$ cat src/rtl/alu_issue_wb.sv
// Operand-issue and writeback stage around an external registered ALU.
// Decodes RV32I R/I ALU ops, reads/forwards operands, stalls on RAW hazards, writes results back.
module alu_issue_wb #(
    parameter bit         FWD_EN     = 1'b1,
    parameter logic [2:0] BUBBLE_SEL = 3'd7
) (
    input  logic        clk,
    input  logic        rst,
    input  logic        in_valid,
    output logic        in_ready,
    input  logic [31:0] instr,
    output logic [31:0] rs1_o,
    output logic [31:0] rs2_o,
    output logic [2:0]  sel_o,
    input  logic [31:0] alu_res,
    output logic        wb_valid,
    output logic [4:0]  wb_rd,
    output logic [31:0] wb_data,
    output logic        illegal
);

    localparam logic [6:0] OPC_R   = 7'b0110011;
    localparam logic [6:0] OPC_I   = 7'b0010011;
    localparam logic [6:0] F7_ZERO = 7'b0000000;
    localparam logic [6:0] F7_ALT  = 7'b0100000;

    localparam logic [2:0] SEL_ADD = 3'd0;
    localparam logic [2:0] SEL_AND = 3'd1;
    localparam logic [2:0] SEL_XOR = 3'd2;
    localparam logic [2:0] SEL_SLL = 3'd3;
    localparam logic [2:0] SEL_SRA = 3'd4;
    localparam logic [2:0] SEL_SUB = 3'd5;

    logic [6:0]  opc_s;
    logic [4:0]  rd_s;
    logic [2:0]  f3_s;
    logic [4:0]  rs1_a_s;
    logic [4:0]  rs2_a_s;
    logic [6:0]  f7_s;
    logic [31:0] imm_s;

    logic        dec_legal_s;
    logic        dec_rtype_s;
    logic [2:0]  dec_sel_s;

    logic        wb_hit1_s;
    logic        wb_hit2_s;
    logic        ex_hit1_s;
    logic        ex_hit2_s;
    logic        hazard_s;
    logic        accept_s;

    logic [31:0] src1_val_s;
    logic [31:0] src2_val_s;
    logic [31:0] opb_raw_s;
    logic [31:0] opb_s;

    logic [31:0] ex_a_d,   ex_a_q;
    logic [31:0] ex_b_d,   ex_b_q;
    logic [2:0]  ex_sel_d, ex_sel_q;
    logic [4:0]  ex_rd_d,  ex_rd_q;
    logic        ex_we_d,  ex_we_q;
    logic        ill_d,    ill_q;
    logic        wb_valid_d, wb_valid_q;
    logic [4:0]  wb_rd_d,    wb_rd_q;

    logic [31:0] rf_q [32];

    assign opc_s   = instr[6:0];
    assign rd_s    = instr[11:7];
    assign f3_s    = instr[14:12];
    assign rs1_a_s = instr[19:15];
    assign rs2_a_s = instr[24:20];
    assign f7_s    = instr[31:25];
    assign imm_s   = {{20{instr[31]}}, instr[31:20]};

    // Decode: legality, operand-B source and ALU op select
    always_comb begin
        dec_legal_s = 1'b0;
        dec_rtype_s = 1'b0;
        dec_sel_s   = BUBBLE_SEL;
        case (opc_s)
            OPC_R: begin
                dec_rtype_s = 1'b1;
                case (f3_s)
                    3'b000: begin
                        if (f7_s == F7_ZERO) begin
                            dec_legal_s = 1'b1;
                            dec_sel_s   = SEL_ADD;
                        end else if (f7_s == F7_ALT) begin
                            dec_legal_s = 1'b1;
                            dec_sel_s   = SEL_SUB;
                        end else begin
                            dec_legal_s = 1'b0;
                        end
                    end
                    3'b111: begin
                        dec_legal_s = (f7_s == F7_ZERO);
                        dec_sel_s   = SEL_AND;
                    end
                    3'b100: begin
                        dec_legal_s = (f7_s == F7_ZERO);
                        dec_sel_s   = SEL_XOR;
                    end
                    3'b001: begin
                        dec_legal_s = (f7_s == F7_ZERO);
                        dec_sel_s   = SEL_SLL;
                    end
                    3'b101: begin
                        dec_legal_s = (f7_s == F7_ALT);
                        dec_sel_s   = SEL_SRA;
                    end
                    default: dec_legal_s = 1'b0;
                endcase
            end
            OPC_I: begin
                case (f3_s)
                    3'b000: begin
                        dec_legal_s = 1'b1;
                        dec_sel_s   = SEL_ADD;
                    end
                    3'b111: begin
                        dec_legal_s = 1'b1;
                        dec_sel_s   = SEL_AND;
                    end
                    3'b100: begin
                        dec_legal_s = 1'b1;
                        dec_sel_s   = SEL_XOR;
                    end
                    3'b001: begin
                        dec_legal_s = (f7_s == F7_ZERO);
                        dec_sel_s   = SEL_SLL;
                    end
                    3'b101: begin
                        dec_legal_s = (f7_s == F7_ALT);
                        dec_sel_s   = SEL_SRA;
                    end
                    default: dec_legal_s = 1'b0;
                endcase
            end
            default: dec_legal_s = 1'b0;
        endcase
        if (!dec_legal_s) begin
            dec_sel_s = BUBBLE_SEL;
        end else begin
            dec_sel_s = dec_sel_s;
        end
    end

    assign wb_hit1_s = wb_valid_q && (rs1_a_s != 5'd0) && (rs1_a_s == wb_rd_q);
    assign wb_hit2_s = wb_valid_q && (rs2_a_s != 5'd0) && (rs2_a_s == wb_rd_q);
    assign ex_hit1_s = ex_we_q && (rs1_a_s != 5'd0) && (rs1_a_s == ex_rd_q);
    assign ex_hit2_s = ex_we_q && (rs2_a_s != 5'd0) && (rs2_a_s == ex_rd_q);

    // An EX match always stalls; a WB match stalls only when forwarding is disabled
    always_comb begin
        hazard_s = 1'b0;
        if (dec_legal_s) begin
            hazard_s = ex_hit1_s || (dec_rtype_s && ex_hit2_s) ||
                       (!FWD_EN && (wb_hit1_s || (dec_rtype_s && wb_hit2_s)));
        end else begin
            hazard_s = 1'b0;
        end
    end

    assign in_ready = !(in_valid && hazard_s);
    assign accept_s = in_valid && in_ready;

    // Source 1 read: the WB value wins over the regfile so a same-cycle write is never missed
    always_comb begin
        src1_val_s = 32'd0;
        if (rs1_a_s == 5'd0) begin
            src1_val_s = 32'd0;
        end else if (FWD_EN && wb_hit1_s) begin
            src1_val_s = alu_res;
        end else begin
            src1_val_s = rf_q[rs1_a_s];
        end
    end

    // Source 2 read, same priority as source 1
    always_comb begin
        src2_val_s = 32'd0;
        if (rs2_a_s == 5'd0) begin
            src2_val_s = 32'd0;
        end else if (FWD_EN && wb_hit2_s) begin
            src2_val_s = alu_res;
        end else begin
            src2_val_s = rf_q[rs2_a_s];
        end
    end

    // Operand B select and shift-amount masking
    always_comb begin
        opb_raw_s = 32'd0;
        opb_s     = 32'd0;
        if (dec_rtype_s) begin
            opb_raw_s = src2_val_s;
        end else begin
            opb_raw_s = imm_s;
        end
        if ((dec_sel_s == SEL_SLL) || (dec_sel_s == SEL_SRA)) begin
            opb_s = {27'd0, opb_raw_s[4:0]};
        end else begin
            opb_s = opb_raw_s;
        end
    end

    // EX next state: an accepted legal instruction, otherwise a bubble
    always_comb begin
        ex_a_d   = 32'd0;
        ex_b_d   = 32'd0;
        ex_sel_d = BUBBLE_SEL;
        ex_rd_d  = 5'd0;
        ex_we_d  = 1'b0;
        ill_d    = 1'b0;
        if (accept_s && dec_legal_s) begin
            ex_a_d   = src1_val_s;
            ex_b_d   = opb_s;
            ex_sel_d = dec_sel_s;
            ex_rd_d  = rd_s;
            ex_we_d  = (rd_s != 5'd0);
        end else begin
            ill_d = accept_s && !dec_legal_s;
        end
    end

    // WB next state follows EX by one cycle, aligned with the ALU result
    always_comb begin
        wb_valid_d = ex_we_q;
        wb_rd_d    = 5'd0;
        if (ex_we_q) begin
            wb_rd_d = ex_rd_q;
        end else begin
            wb_rd_d = 5'd0;
        end
    end

    // Pipeline registers for EX and WB
    always_ff @(posedge clk or posedge rst) begin
        if (rst) begin
            ex_a_q     <= 32'd0;
            ex_b_q     <= 32'd0;
            ex_sel_q   <= BUBBLE_SEL;
            ex_rd_q    <= 5'd0;
            ex_we_q    <= 1'b0;
            ill_q      <= 1'b0;
            wb_valid_q <= 1'b0;
            wb_rd_q    <= 5'd0;
        end else begin
            ex_a_q     <= ex_a_d;
            ex_b_q     <= ex_b_d;
            ex_sel_q   <= ex_sel_d;
            ex_rd_q    <= ex_rd_d;
            ex_we_q    <= ex_we_d;
            ill_q      <= ill_d;
            wb_valid_q <= wb_valid_d;
            wb_rd_q    <= wb_rd_d;
        end
    end

    // Register file; x0 is never targeted because wb_valid excludes rd=0
    always_ff @(posedge clk or posedge rst) begin
        if (rst) begin
            for (int i = 0; i < 32; i++) begin
                rf_q[i] <= 32'd0;
            end
        end else if (wb_valid_q) begin
            rf_q[wb_rd_q] <= alu_res;
        end else begin
            rf_q[0] <= 32'd0;
        end
    end

    assign rs1_o    = ex_a_q;
    assign rs2_o    = ex_b_q;
    assign sel_o    = ex_sel_q;
    assign illegal  = ill_q;
    assign wb_valid = wb_valid_q;
    assign wb_rd    = wb_rd_q;
    assign wb_data  = wb_valid_q ? alu_res : 32'd0;

endmodule

$ cat config.mk
export PLATFORM = sky130hd
export DESIGN_NAME = alu_issue_wb
export DESIGN_NICKNAME = d
export VERILOG_FILES = /design/src/rtl/alu_issue_wb.sv
export SDC_FILE = /design/constraint.sdc
export NUM_CORES = 2
export LEC_CHECK = 0
export BUFFER_PORTS_ARGS = -buffer_cell sky130_fd_sc_hd__buf_2
export CAP_MARGIN = 20
export CELL_PAD_IN_SITES_DETAIL_PLACEMENT = 1
export CELL_PAD_IN_SITES_GLOBAL_PLACEMENT = 1
export CORE_MARGIN = 3
export CORE_UTILIZATION = 30
export CTS_CLUSTER_SIZE = 16
export DETAILED_ROUTE_END_ITERATION = 7
export PLACE_DENSITY_LB_ADDON = 0.3
export SYNTH_ARGS = -nofsm -noshare
export SYNTH_HDL_FRONTEND = slang
export SYNTH_SLANG_ARGS = --single-unit
$ cat constraint.sdc
create_clock -name clk -period 31.4 [get_ports clk]
set_input_delay 1.57 -clock clk [delete_from_list [all_inputs] [get_ports clk]]
set_output_delay 1.57 -clock clk [all_outputs]
set_load 0.02 [all_outputs]
==> results.sh <==
export IMPL_cts_setup_buffers=0
export IMPL_hold_class="reg2reg"
export IMPL_cts_hold_buf=0
export IMPL_rsz0062_at_grt="false"
export IMPL_yosysTopAreaCellShare_pct=46.7
export IMPL_synth_most_common_cell="dfrtp_1"
export IMPL_hold_ws_ps=522
export IMPL_period_needed_ps=5680
export IMPL_dieArea_um2=202000
export IMPL_port_buffers=173
export IMPL_ios=174
export IMPL_cp_data_required_time_ps=29830
export IMPL_grt_use_total_pct=22.0
export IMPL_synth_top_area_cell="dfrtp_1"
export IMPL_tns_ps=0
export IMPL_hold_viol=0
export IMPL_areaGrowthSynthToFinish_pct=13.3
export IMPL_tritoncts="built"
export IMPL_endpoint_kind="output pin"
export IMPL_synth_seq_cells=1104
export IMPL_viasPerCell=5.73
export IMPL_p_leak_nw=28.8
export IMPL_ir_drop_v=0.0000553
export IMPL_syn_avg_cell_area_um2=14.4
export IMPL_yosys_top_cells_area="dfrtp_1, mux2_2, mux4_2"
export IMPL_dr_pass1_iters=5
export IMPL_cts_resized=0
export IMPL_worstMarginPinSlew_ps=1260
export IMPL_finalCritPeriodShare_pct=18.1
export IMPL_seq_area_frac_synth_pct=46.9
export IMPL_numCtsBuffers=131
export IMPL_cts_buffer_depth=3
export IMPL_start_util_pct=30.2
export IMPL_drive_gt1_share_pct=49.2
export IMPL_fmax_mhz=176
export IMPL_synth_nets=4158
export IMPL_antenna_found_initial=18
export IMPL_clkTransAtPathRegs_ps=60
export IMPL_status="finished clean"
export IMPL_hpwl_um=127000
export IMPL_yosysUniqueCellTypes=68
export IMPL_startpoint_type="primary input"
export IMPL_setup_viol=0
export IMPL_relSlewSlack_pct=15.9
export IMPL_antenna_left=0
export IMPL_grt_max_degree=155
export IMPL_wl_um=225000
export IMPL_synth_flop_cell="dfrtp_1"
export IMPL_arrival_ps=4110
export IMPL_powerDensity_nw_per_um2=49.8
export IMPL_grt_pass1_wl_um=321000
export IMPL_num_vias=39000
export IMPL_num_nets_final=4148
export IMPL_coreArea_um2=195000
export IMPL_ys_top_cells_by_count="dfrtp_1, mux2_2, mux4_2, clkbuf_1, mux2i_1"
export IMPL_wl_per_cell_um=33.0
export IMPL_ys_async_sr_fraction_pct=100
export IMPL_clock_skew_ps=25.9
export IMPL_synth_edf_count=0
export IMPL_die_h_um=449
export IMPL_grt_ovfl_total=0
export IMPL_clk_latency_ps=790
export IMPL_fillCellCount=20100
export IMPL_drt_initial_drc_count=3204
export IMPL_maxCapViolCount=0
export IMPL_die_w_um=449
export IMPL_cts_root_buf="clkbuf_16"
export IMPL_grt_pass1_vias=41000
export IMPL_setup_worst_path_class="in2out"
export IMPL_gp_congestion=0.781
export IMPL_drc=0
export IMPL_netlist_area_um2=59000
export IMPL_ys_warn_count=0
export IMPL_cp_max_fo=79
export IMPL_clkSinkCount=1104
export IMPL_synthCells=4091
export IMPL_rows=162
export IMPL_final_max_slew_viol_count=0
export IMPL_htreeDepth=4
cell type report:
cell class	count	area [um^2]	area share, %
Sequential cell	1104	27600	41.4
Clock inverter	32	399	0.598
Clock buffer	199	3870	5.79
Timing Repair Buffer	282	1880	2.82
Multi-Input combinational cell	2549	29600	44.4
Tap cell	2624	3280	4.92
Inverter	13	60.1	0.0899
Antenna cell	6	15.0	0.0225
power breakdown:
part / total (mW) / internal (mW) / leakage (nW) / switching (mW)
Sequential: 1.48 / 1.45 / 14.3 / 0.0241
Clock: 1.54 / 0.900 / 2.10 / 0.639
Combinational: 0.306 / 0.122 / 12.4 / 0.185
through the flow:
stage / util [%] / instances / instance area (um^2) / worst slack (ps) / total power [mW]
6_report: 34.2 / 6809 / 66800 / 25720 / 3.33
5_1_grt: 34.2 / 6803 / 66800 / 25670 / 3.44
4_1_cts: 34.2 / 6799 / 66700 / 25690 / 3.36
3_5_place_dp: 32.0 / 6568 / 62400 / 25310 / 1.81
3_3_place_gp: 31.9 / 6563 / 62300 / 25290 / 1.81
2_1_floorplan: - / 4091 / 59000 / 14600 / 1.71
registers in the layout, summed over array words and instances, names as in the netlist, 3 cells and up:
| register | flops |
|---|---|
| wb_rd | 5 |
| ex_rd_q | 5 |
| rs1_o | 32 |
| rs2_o | 32 |
| rf_q | 1024 |
| sel_o | 3 |
placed cells by master, fill, tap and decap left out, drive strengths merged, types with 10 or more instances in the layout:
cell type  synthesis  final
a211oi            34     34
a21boi            32     32
a21oi             52     52
a221o             26     26
a221oi            43     43
a22oi             31     31
a31oi             14     14
and2              54     54
and3              10     10
buf              185    280
clkbuf           240    201
clkinv             1     20
dfrtp           1101   1101
inv               12     17
mux2             993    993
mux2i            215    215
mux4             472    472
nand2            195    195
nand3             48     48
nor2              81     81
nor2b             12     12
nor3              23     23
o21ai             53     53
o221ai            19     19
o22ai             37     37
xor2              10     10
logic make-up (layout without fill, tap and decap cells):
family / count (synthesis) / count (layout) / synth area share (%)
compound gates: 386 / 386 / 4.99
xor+xnor: 18 / 18 / 0.267
buf+inv: 438 / 526 / 3.38
flops: 1104 / 1104 / 46.9
mux: 1680 / 1680 / 40.6
other cells: 0 / 6 / 0
simple gates: 465 / 465 / 3.85
routing by layer:
| layer | track usage, % | part of all wire, % | vias up |
|---|---|---|---|
| met1 | 28.9 | 42 | 21700 |
| met5 | 0 | 0.018 | - |
| li1 | - | - | 15600 |
| met2 | 36.6 | 49 | 1245 |
| met4 | 8.45 | 4.1 | 6 |
| met3 | 3.12 | 4.8 | 383 |
critical path, cell delays in order:
cell,delay [ps]
buf_8,580
buf_4,710
or4_4,320
and4_4,250
a21oi_1,40
or2_2,300
buf_2,170
path summary, 6_finish.rpt:
path	start	end	slack, ps	cells after the start
worst max-delay path	instr[16]	in_ready	25720	7
worst min-delay path	rf_q[437]$_DFFE_PP0P_	rf_q[437]$_DFFE_PP0P_	520	1
worst max register to register	wb_valid$_DFF_PP0_	rs1_o[25]$_DFF_PP0_	27580	8
worst min register to register	rf_q[437]$_DFFE_PP0P_	rf_q[437]$_DFFE_PP0P_	520	1
max in group asynchronous	rst	rf_q[264]$_DFFE_PP0P_	27540	5
min in group asynchronous	rst	rf_q[731]$_DFFE_PP0P_	890	2
(Power assumes the default switching activity.)
